<file path="src/rtl/step_position_tracker.sv">
// step_position_tracker: signed per-axis step counters with preset, snapshot, sticky overflow.
// Build option COREXY_EN: slots 0/1 report registered A+B / A-B instead of raw A/B.
module step_position_tracker #(
  parameter int N_AXES      = 4,
  parameter int WIDTH       = 32,
  parameter int SYNC_STAGES = 2
) (
  input  logic                                        clk,
  input  logic                                        reset,
  input  logic [N_AXES-1:0]                           stepper_enable,
  input  logic [N_AXES-1:0]                           stepper_step,
  input  logic [N_AXES-1:0]                           stepper_direction,
  input  logic [N_AXES-1:0]                           stepper_inversion,
  input  logic                                        set_valid,
  input  logic [(N_AXES > 1 ? $clog2(N_AXES) : 1)-1:0] set_axis,
  input  logic [WIDTH-1:0]                            set_value,
  input  logic                                        snap_req,
  output logic                                        snap_valid,
  output logic [N_AXES*WIDTH-1:0]                     pos_flat,
  output logic [N_AXES*WIDTH-1:0]                     snap_flat,
  output logic [N_AXES-1:0]                           overflow,
  input  logic [N_AXES-1:0]                           ovf_clear
);

  localparam int ARM_MAX = SYNC_STAGES + 1;
  localparam int ARM_W   = $clog2(ARM_MAX + 1);

  localparam logic [0:0] S_IDLE = 1'b0;
  localparam logic [0:0] S_CAPT = 1'b1;

  localparam logic [WIDTH-1:0] POS_MAX = {1'b0, {(WIDTH-1){1'b1}}};
  localparam logic [WIDTH-1:0] POS_MIN = {1'b1, {(WIDTH-1){1'b0}}};
  localparam logic [WIDTH-1:0] ONE     = {{(WIDTH-1){1'b0}}, 1'b1};

  logic [SYNC_STAGES-1:0][N_AXES-1:0] r_step_s;
  logic [SYNC_STAGES-1:0][N_AXES-1:0] r_dir_s;
  logic [SYNC_STAGES-1:0][N_AXES-1:0] r_en_s;
  logic [N_AXES-1:0]                  r_step_prev;
  logic [ARM_W-1:0]                   r_arm;

  logic [N_AXES-1:0][WIDTH-1:0] r_pos;
  logic [N_AXES-1:0][WIDTH-1:0] w_pos_nxt;
  logic [N_AXES-1:0][WIDTH-1:0] w_view;
  logic [N_AXES-1:0][WIDTH-1:0] r_snap;
  logic [N_AXES-1:0]            r_ovf;
  logic [N_AXES-1:0]            w_ovf_nxt;

  logic [N_AXES-1:0] w_step;
  logic [N_AXES-1:0] w_dir;
  logic [N_AXES-1:0] w_en;
  logic [N_AXES-1:0] w_edge;
  logic              w_armed;
  logic [0:0]        r_state;

  assign w_step  = r_step_s[SYNC_STAGES-1];
  assign w_dir   = r_dir_s[SYNC_STAGES-1];
  assign w_en    = r_en_s[SYNC_STAGES-1];
  assign w_armed = (r_arm == ARM_W'(ARM_MAX));
  assign w_edge  = w_step & ~r_step_prev & {N_AXES{w_armed}};

  // A STEP held high through reset reaches the last stage before arming ends
  always_ff @(posedge clk or negedge reset) begin
    if (!reset) begin
      r_step_s    <= '0;
      r_dir_s     <= '0;
      r_en_s      <= '0;
      r_step_prev <= '0;
      r_arm       <= '0;
    end else begin
      r_step_s    <= {r_step_s[SYNC_STAGES-2:0], stepper_step};
      r_dir_s     <= {r_dir_s[SYNC_STAGES-2:0], stepper_direction};
      r_en_s      <= {r_en_s[SYNC_STAGES-2:0], stepper_enable};
      r_step_prev <= w_step;
      r_arm       <= w_armed ? r_arm : r_arm + ARM_W'(1);
    end
  end

  always_comb begin
    w_pos_nxt = r_pos;
    w_ovf_nxt = r_ovf & ~ovf_clear;
    for (int i = 0; i < N_AXES; i++) begin
      if (set_valid && (32'(set_axis) == i)) begin
        w_pos_nxt[i] = set_value;
      end else if (w_edge[i] && !w_en[i]) begin
        if (w_dir[i] ^ stepper_inversion[i]) begin
          w_pos_nxt[i] = r_pos[i] - ONE;
          if (r_pos[i] == POS_MIN) w_ovf_nxt[i] = 1'b1;
        end else begin
          w_pos_nxt[i] = r_pos[i] + ONE;
          if (r_pos[i] == POS_MAX) w_ovf_nxt[i] = 1'b1;
        end
      end
    end
  end

  always_ff @(posedge clk or negedge reset) begin
    if (!reset) begin
      r_pos <= '0;
      r_ovf <= '0;
    end else begin
      r_pos <= w_pos_nxt;
      r_ovf <= w_ovf_nxt;
    end
  end

`ifdef COREXY_EN
  logic [WIDTH-1:0] r_cx;
  logic [WIDTH-1:0] r_cy;

  always_ff @(posedge clk or negedge reset) begin
    if (!reset) begin
      r_cx <= '0;
      r_cy <= '0;
    end else begin
      r_cx <= r_pos[0] + r_pos[1];
      r_cy <= r_pos[0] - r_pos[1];
    end
  end

  always_comb begin
    w_view    = r_pos;
    w_view[0] = r_cx;
    w_view[1] = r_cy;
  end
`else
  always_comb begin
    w_view = r_pos;
  end
`endif

  always_ff @(posedge clk or negedge reset) begin
    if (!reset) begin
      r_state <= S_IDLE;
      r_snap  <= '0;
    end else begin
      unique case (r_state)
        S_IDLE: begin
          if (snap_req) begin
            r_state <= S_CAPT;
            r_snap  <= w_view;
          end
        end
        default: r_state <= S_IDLE;
      endcase
    end
  end

  assign snap_valid = (r_state == S_CAPT);
  assign pos_flat   = w_view;
  assign snap_flat  = r_snap;
  assign overflow   = r_ovf;

endmodule
</file>
<file path="config.mk">
export PLATFORM = sky130hd
export DESIGN_NAME = step_position_tracker
export DESIGN_NICKNAME = d
export VERILOG_FILES = /design/src/rtl/step_position_tracker.sv
export SDC_FILE = /design/constraint.sdc
export NUM_CORES = 1
export LEC_CHECK = 0
export ABC_AREA = 0
export BUFFER_PORTS_ARGS = -buffer_cell sky130_fd_sc_hd__buf_2
export CAP_MARGIN = 20
export CORE_UTILIZATION = 51
export CTS_CLUSTER_DIAMETER = 50
export DETAILED_ROUTE_END_ITERATION = 10
export PLACE_DENSITY = 0.74
export SETUP_SLACK_MARGIN = 0.1
export SYNTH_ARGS = -nofsm -noshare
export SYNTH_HDL_FRONTEND = slang
export SYNTH_SLANG_ARGS = --single-unit
</file>
<file path="constraint.sdc">
create_clock -name clk -period 7.3 [get_ports clk]
set_clock_uncertainty 0.05 [all_clocks]
set_input_delay 0.365 -clock clk [delete_from_list [all_inputs] [get_ports clk]]
set_output_delay 0.365 -clock clk [all_outputs]
set_load 0.01 [all_outputs]
</file>
==> impl_metrics.prom <==
# TYPE chip_impl_metric gauge
chip_impl_metric{name="synthesis.area_per_instance",unit="sq um"} 9.53
chip_impl_metric{name="final-hold-violation-count",unit=""} 0
chip_impl_metric{name="synth_seq_area_share",unit="%"} 39.8
chip_impl_metric{name="die-area",unit="sq um"} 36600
chip_impl_info{name="mostFrequentLayoutCell",value="buf_2"} 1
chip_impl_metric{name="final_min_period_over_clock_period",unit="%"} 54.7
chip_impl_metric{name="power.leakage",unit="uW"} 0.0103
chip_impl_info{name="cp-startpoint",value="w_dir[2]$_DFF_PN0_"} 1
chip_impl_metric{name="routedLengthMet1",unit="mm"} 23.4
chip_impl_metric{name="power.density_cell_area",unit="nW/um^2"} 405
chip_impl_metric{name="clk_pin_slew_worst_paths",unit="ns"} 0.06
chip_impl_metric{name="first_pass_grt_wire_length",unit="mm"} 85.8
chip_impl_metric{name="routed-wl-met2",unit="mm"} 25.8
chip_impl_metric{name="area_of_the_multi_input_gates",unit="sq um"} 10600
chip_impl_metric{name="grt_max_degree",unit=""} 130
chip_impl_metric{name="count_of_filler_cells_inserted_in_the_layout",unit=""} 2921
chip_impl_metric{name="period_needed",unit="ns"} 3.99
chip_impl_info{name="r2r-start",value="w_dir[2]$_DFF_PN0_"} 1
chip_impl_metric{name="crit_arrival",unit="ns"} 4.37
chip_impl_metric{name="area_of_all_sequential_standard_cells",unit="sq um"} 7280
chip_impl_metric{name="drt_pre_antenna_iters",unit=""} 5
chip_impl_metric{name="synth.area.mux_share",unit="%"} 8.22
chip_impl_metric{name="final_layout_size_suffix_gt1_share",unit="%"} 24.8
chip_impl_metric{name="num_rows",unit=""} 68
chip_impl_metric{name="postCtsSetupRepairBufs",unit=""} 0
chip_impl_metric{name="drt_wl_total",unit="mm"} 55.8
chip_impl_metric{name="routabilityCongestion",unit=""} 0.973
chip_impl_metric{name="die_w",unit="um"} 191
chip_impl_metric{name="flow.area_growth_from_synthesis",unit="%"} 19.9
chip_impl_metric{name="postSynth.asyncResetShare",unit="%"} 100
chip_impl_metric{name="yosysUniqueCellTypes",unit=""} 84
chip_impl_metric{name="tightestPinTransition",unit="ns"} 0.974
chip_impl_metric{name="cts_htree_levels",unit=""} 2
chip_impl_info{name="dominant_combinational_cell_family_by_area_after_synthesis",value="compound AO/OA/AOI/OAI gates"} 1
chip_impl_info{name="clock_tree_from_tritoncts",value="yes"} 1
chip_impl_metric{name="dr_wl_met3",unit="mm"} 3.89
chip_impl_metric{name="clk-insertion-delay-late",unit="ns"} 0.56
chip_impl_metric{name="dp.final_hpwl",unit="mm"} 39.6
chip_impl_metric{name="yosysWarningCount",unit=""} 0
chip_impl_metric{name="starting_density",unit="%"} 52.4
chip_impl_metric{name="buffer_ports.inserted",unit=""} 318
chip_impl_metric{name="timing.max_cap.violations",unit=""} 0
chip_impl_metric{name="post_synth_instance_area",unit="sq um"} 18300
chip_impl_metric{name="worst-endpoint-required",unit="ns"} 7.68
chip_impl_metric{name="max_slew_margin",unit="%"} 34.9
chip_impl_metric{name="die_y",unit="um"} 191
chip_impl_metric{name="post_synth_and_or_nand_nor_area_fraction",unit="%"} 13.0
chip_impl_metric{name="share_seq_of_total_power",unit="%"} 30.8
chip_impl_metric{name="layout.nets",unit=""} 2463
chip_impl_metric{name="dr_total_vias",unit=""} 16084
chip_impl_metric{name="switching_power",unit="uW"} 3630
chip_impl_metric{name="final.setup.tns",unit="ns"} 0
chip_impl_metric{name="synth_compound_gate_area_share",unit="%"} 19.4
chip_impl_metric{name="post_synth_edffs",unit=""} 0
chip_impl_metric{name="power.share.clock",unit="%"} 22.2
chip_impl_metric{name="synth_adder_area_share",unit="%"} 11.6
chip_impl_metric{name="synthCells",unit=""} 1917
chip_impl_metric{name="ant_nets",unit=""} 0
chip_impl_info{name="rsz0062_at_grt",value="no"} 1
chip_impl_metric{name="wl_per_cell",unit="um"} 20.4
chip_impl_metric{name="maxClockFrequency",unit="MHz"} 250
chip_impl_metric{name="grt-ovfl-total",unit=""} 0
chip_impl_metric{name="antenna_found_initial",unit=""} 5
chip_impl_metric{name="slew_viol_final",unit=""} 0
chip_impl_info{name="crit_path_start_kind",value="flop"} 1
chip_impl_metric{name="yosys_register_bits",unit=""} 291
chip_impl_metric{name="track_usage",unit="%"} 30.5
chip_impl_metric{name="syn_nets",unit=""} 2142
chip_impl_metric{name="vdd_drop_max",unit="mV"} 0.256
chip_impl_metric{name="crit_path_max_fanout",unit=""} 30
chip_impl_metric{name="cts-buffers-inserted",unit=""} 38
chip_impl_metric{name="initial_drc_count",unit=""} 972
chip_impl_metric{name="setup_violation_total_in_the_final_timing_report",unit=""} 0
chip_impl_info{name="outcome",value="finished, final reports clean"} 1
chip_impl_info{name="holdCritPathClass",value="input port to flop"} 1
chip_impl_metric{name="core",unit="sq um"} 34900
chip_impl_info{name="hp-start",value="set_value[0]"} 1
chip_impl_info{name="top_signal_layer_used",value="met4"} 1
chip_impl_metric{name="boundaryPins",unit=""} 319
chip_impl_metric{name="viasPerCell",unit=""} 5.90
chip_impl_metric{name="switching_share_of_total_power",unit="%"} 40.8
chip_impl_metric{name="post-route-drc-count",unit=""} 0
chip_impl_metric{name="cts_max_path_buffers",unit=""} 3
chip_impl_metric{name="combPwrFrac",unit="%"} 47.0
chip_impl_metric{name="yosys.area_share.xor_xnor",unit="%"} 5.37
chip_impl_info{name="clockRootBuffer",value="clkbuf_16"} 1
chip_impl_info{name="worst-setup-path-type",value="flop to flop"} 1
chip_impl_metric{name="internal_power",unit="uW"} 5260
chip_impl_info{name="synth_top_flop_cell",value="dfrtp_1"} 1
chip_impl_metric{name="holdWs",unit="ns"} 0.0672
chip_impl_metric{name="cts.sink_count",unit=""} 291
chip_impl_info{name="layout.cells.most_common_list",value="buf_2, dfrtp_1, a21oi_1"} 1
chip_impl_info{name="cp-end-kind",value="flop"} 1
chip_impl_metric{name="first_global_vias",unit=""} 15293
==> critical path: stages, from the launching register on <==
cell and delay, ns:
dfrtp_1 0.42, xor2_4 0.66, buf_4 0.35, ha_1 0.33, a2111oi_0 0.39, o21ai_1 0.19
a211oi_1 0.30, nor2_1 0.13, a31oi_1 0.40, o21a_1 0.25, o221ai_1 0.14, xnor2_1 0.18
o21ai_1 0.07
==> final cells by class <==
type | instances | area share [%]
inverters | 43 | 0.736
multi-input cells | 1506 | 48.4
clock buffers | 50 | 4.87
well taps | 455 | 2.60
repair buffers | 358 | 8.96
diodes | 7 | 0.0799
flip-flops and latches | 291 | 33.2
clock inverters | 18 | 1.15
==> synthesized netlist by cell type, drive strengths merged, types with 16 or more instances <==
cell,number,area share (%)
a21o,51,2.1
xnor2,74,3.5
o21a,16,0.66
a21oi,205,5.6
xor2,38,1.8
nand3,22,0.60
nor3,22,0.60
o21ai,138,3.8
dfrtp,291,40
nor2,166,3.4
mux2,129,7.9
inv,43,0.88
clkbuf,70,1.4
nand2,193,4.0
nand4,29,0.99
a22oi,17,0.70
ha,163,11
a31oi,37,1.3
==> stage by stage <==
| step | util, % | std cells | worst slack [ns] | area [sq um] | power (uW) |
|---|---|---|---|---|---|
| finish | 62.8 | 2728 | 3.31 | 21900 | 8890 |
| global route | 62.8 | 2725 | 3.09 | 21900 | 9490 |
| CTS | 62.7 | 2720 | 3.33 | 21900 | 8900 |
| detailed placement | 58.5 | 2635 | 3.29 | 20400 | 6890 |
| global placement | 58.5 | 2635 | 3.36 | 20400 | 6790 |
| floorplan | - | 1917 | 2.67 | 18300 | 5500 |
==> layer usage <==
layer  vias up  GRT usage, %
met5         -             0
met4         0          14.7
met3       126          6.43
met2       545          48.7
met1      7785          39.4
li1       7628             -
==> kinds of logic after synthesis <==
group                    count (synthesis)
AO/OA/AOI/OAI                          570
XOR/XNOR                               112
adder cells (fa/ha/maj)                167
buffers and inverters                  120
flip-flops                             291
multiplexers                           134
AND/OR/NAND/NOR                        523
==> path summary, 6_finish.rpt <==
check / end / cells after the start / slack (ns)
setup reg to reg: pos_flat[89]$_DFFE_PN0P_ / 12 / 3.31
setup / recovery: pos_flat[89]$_DFFE_PN0P_ / 12 / 3.31
max in group asynchronous: pos_flat[52]$_DFFE_PN0P_ / 3 / 5.33
min in group asynchronous: snap_flat[11]$_DFFE_PN0P_ / 2 / 0.46
hold reg to reg: w_step[0]$_DFF_PN0_ / 0 / 0.30
hold / removal: pos_flat[64]$_DFFE_PN0P_ / 3 / 0.07
==> sequential cells by signal (all words and copies together), names as in the netlist <==
register,flops
snap_valid,1
r_arm,2
overflow,4
r_dir_s,4
w_dir,4
r_en_s,4
snap_flat,128
pos_flat,128
r_step_s,4
r_step_prev,4
w_en,4
w_step,4
==> power by group through the flow <==
stage / registers [uW] / logic (uW) / clock network [uW]
final: 2740 / 4180 / 1970
after floorplan: 2850 / 2650 / 0
after CTS: 2740 / 4170 / 2000
after global placement: 2730 / 4060 / 0
after global routing: 2810 / 4620 / 2070
after detailed placement: 2750 / 4130 / 0
==> repair_timing <==
item,in CTS,in global routing
hold buffers,17,0
hold endpoints to repair,142,0
resized for setup,0,0
Power figures use the tool's default switching activity.
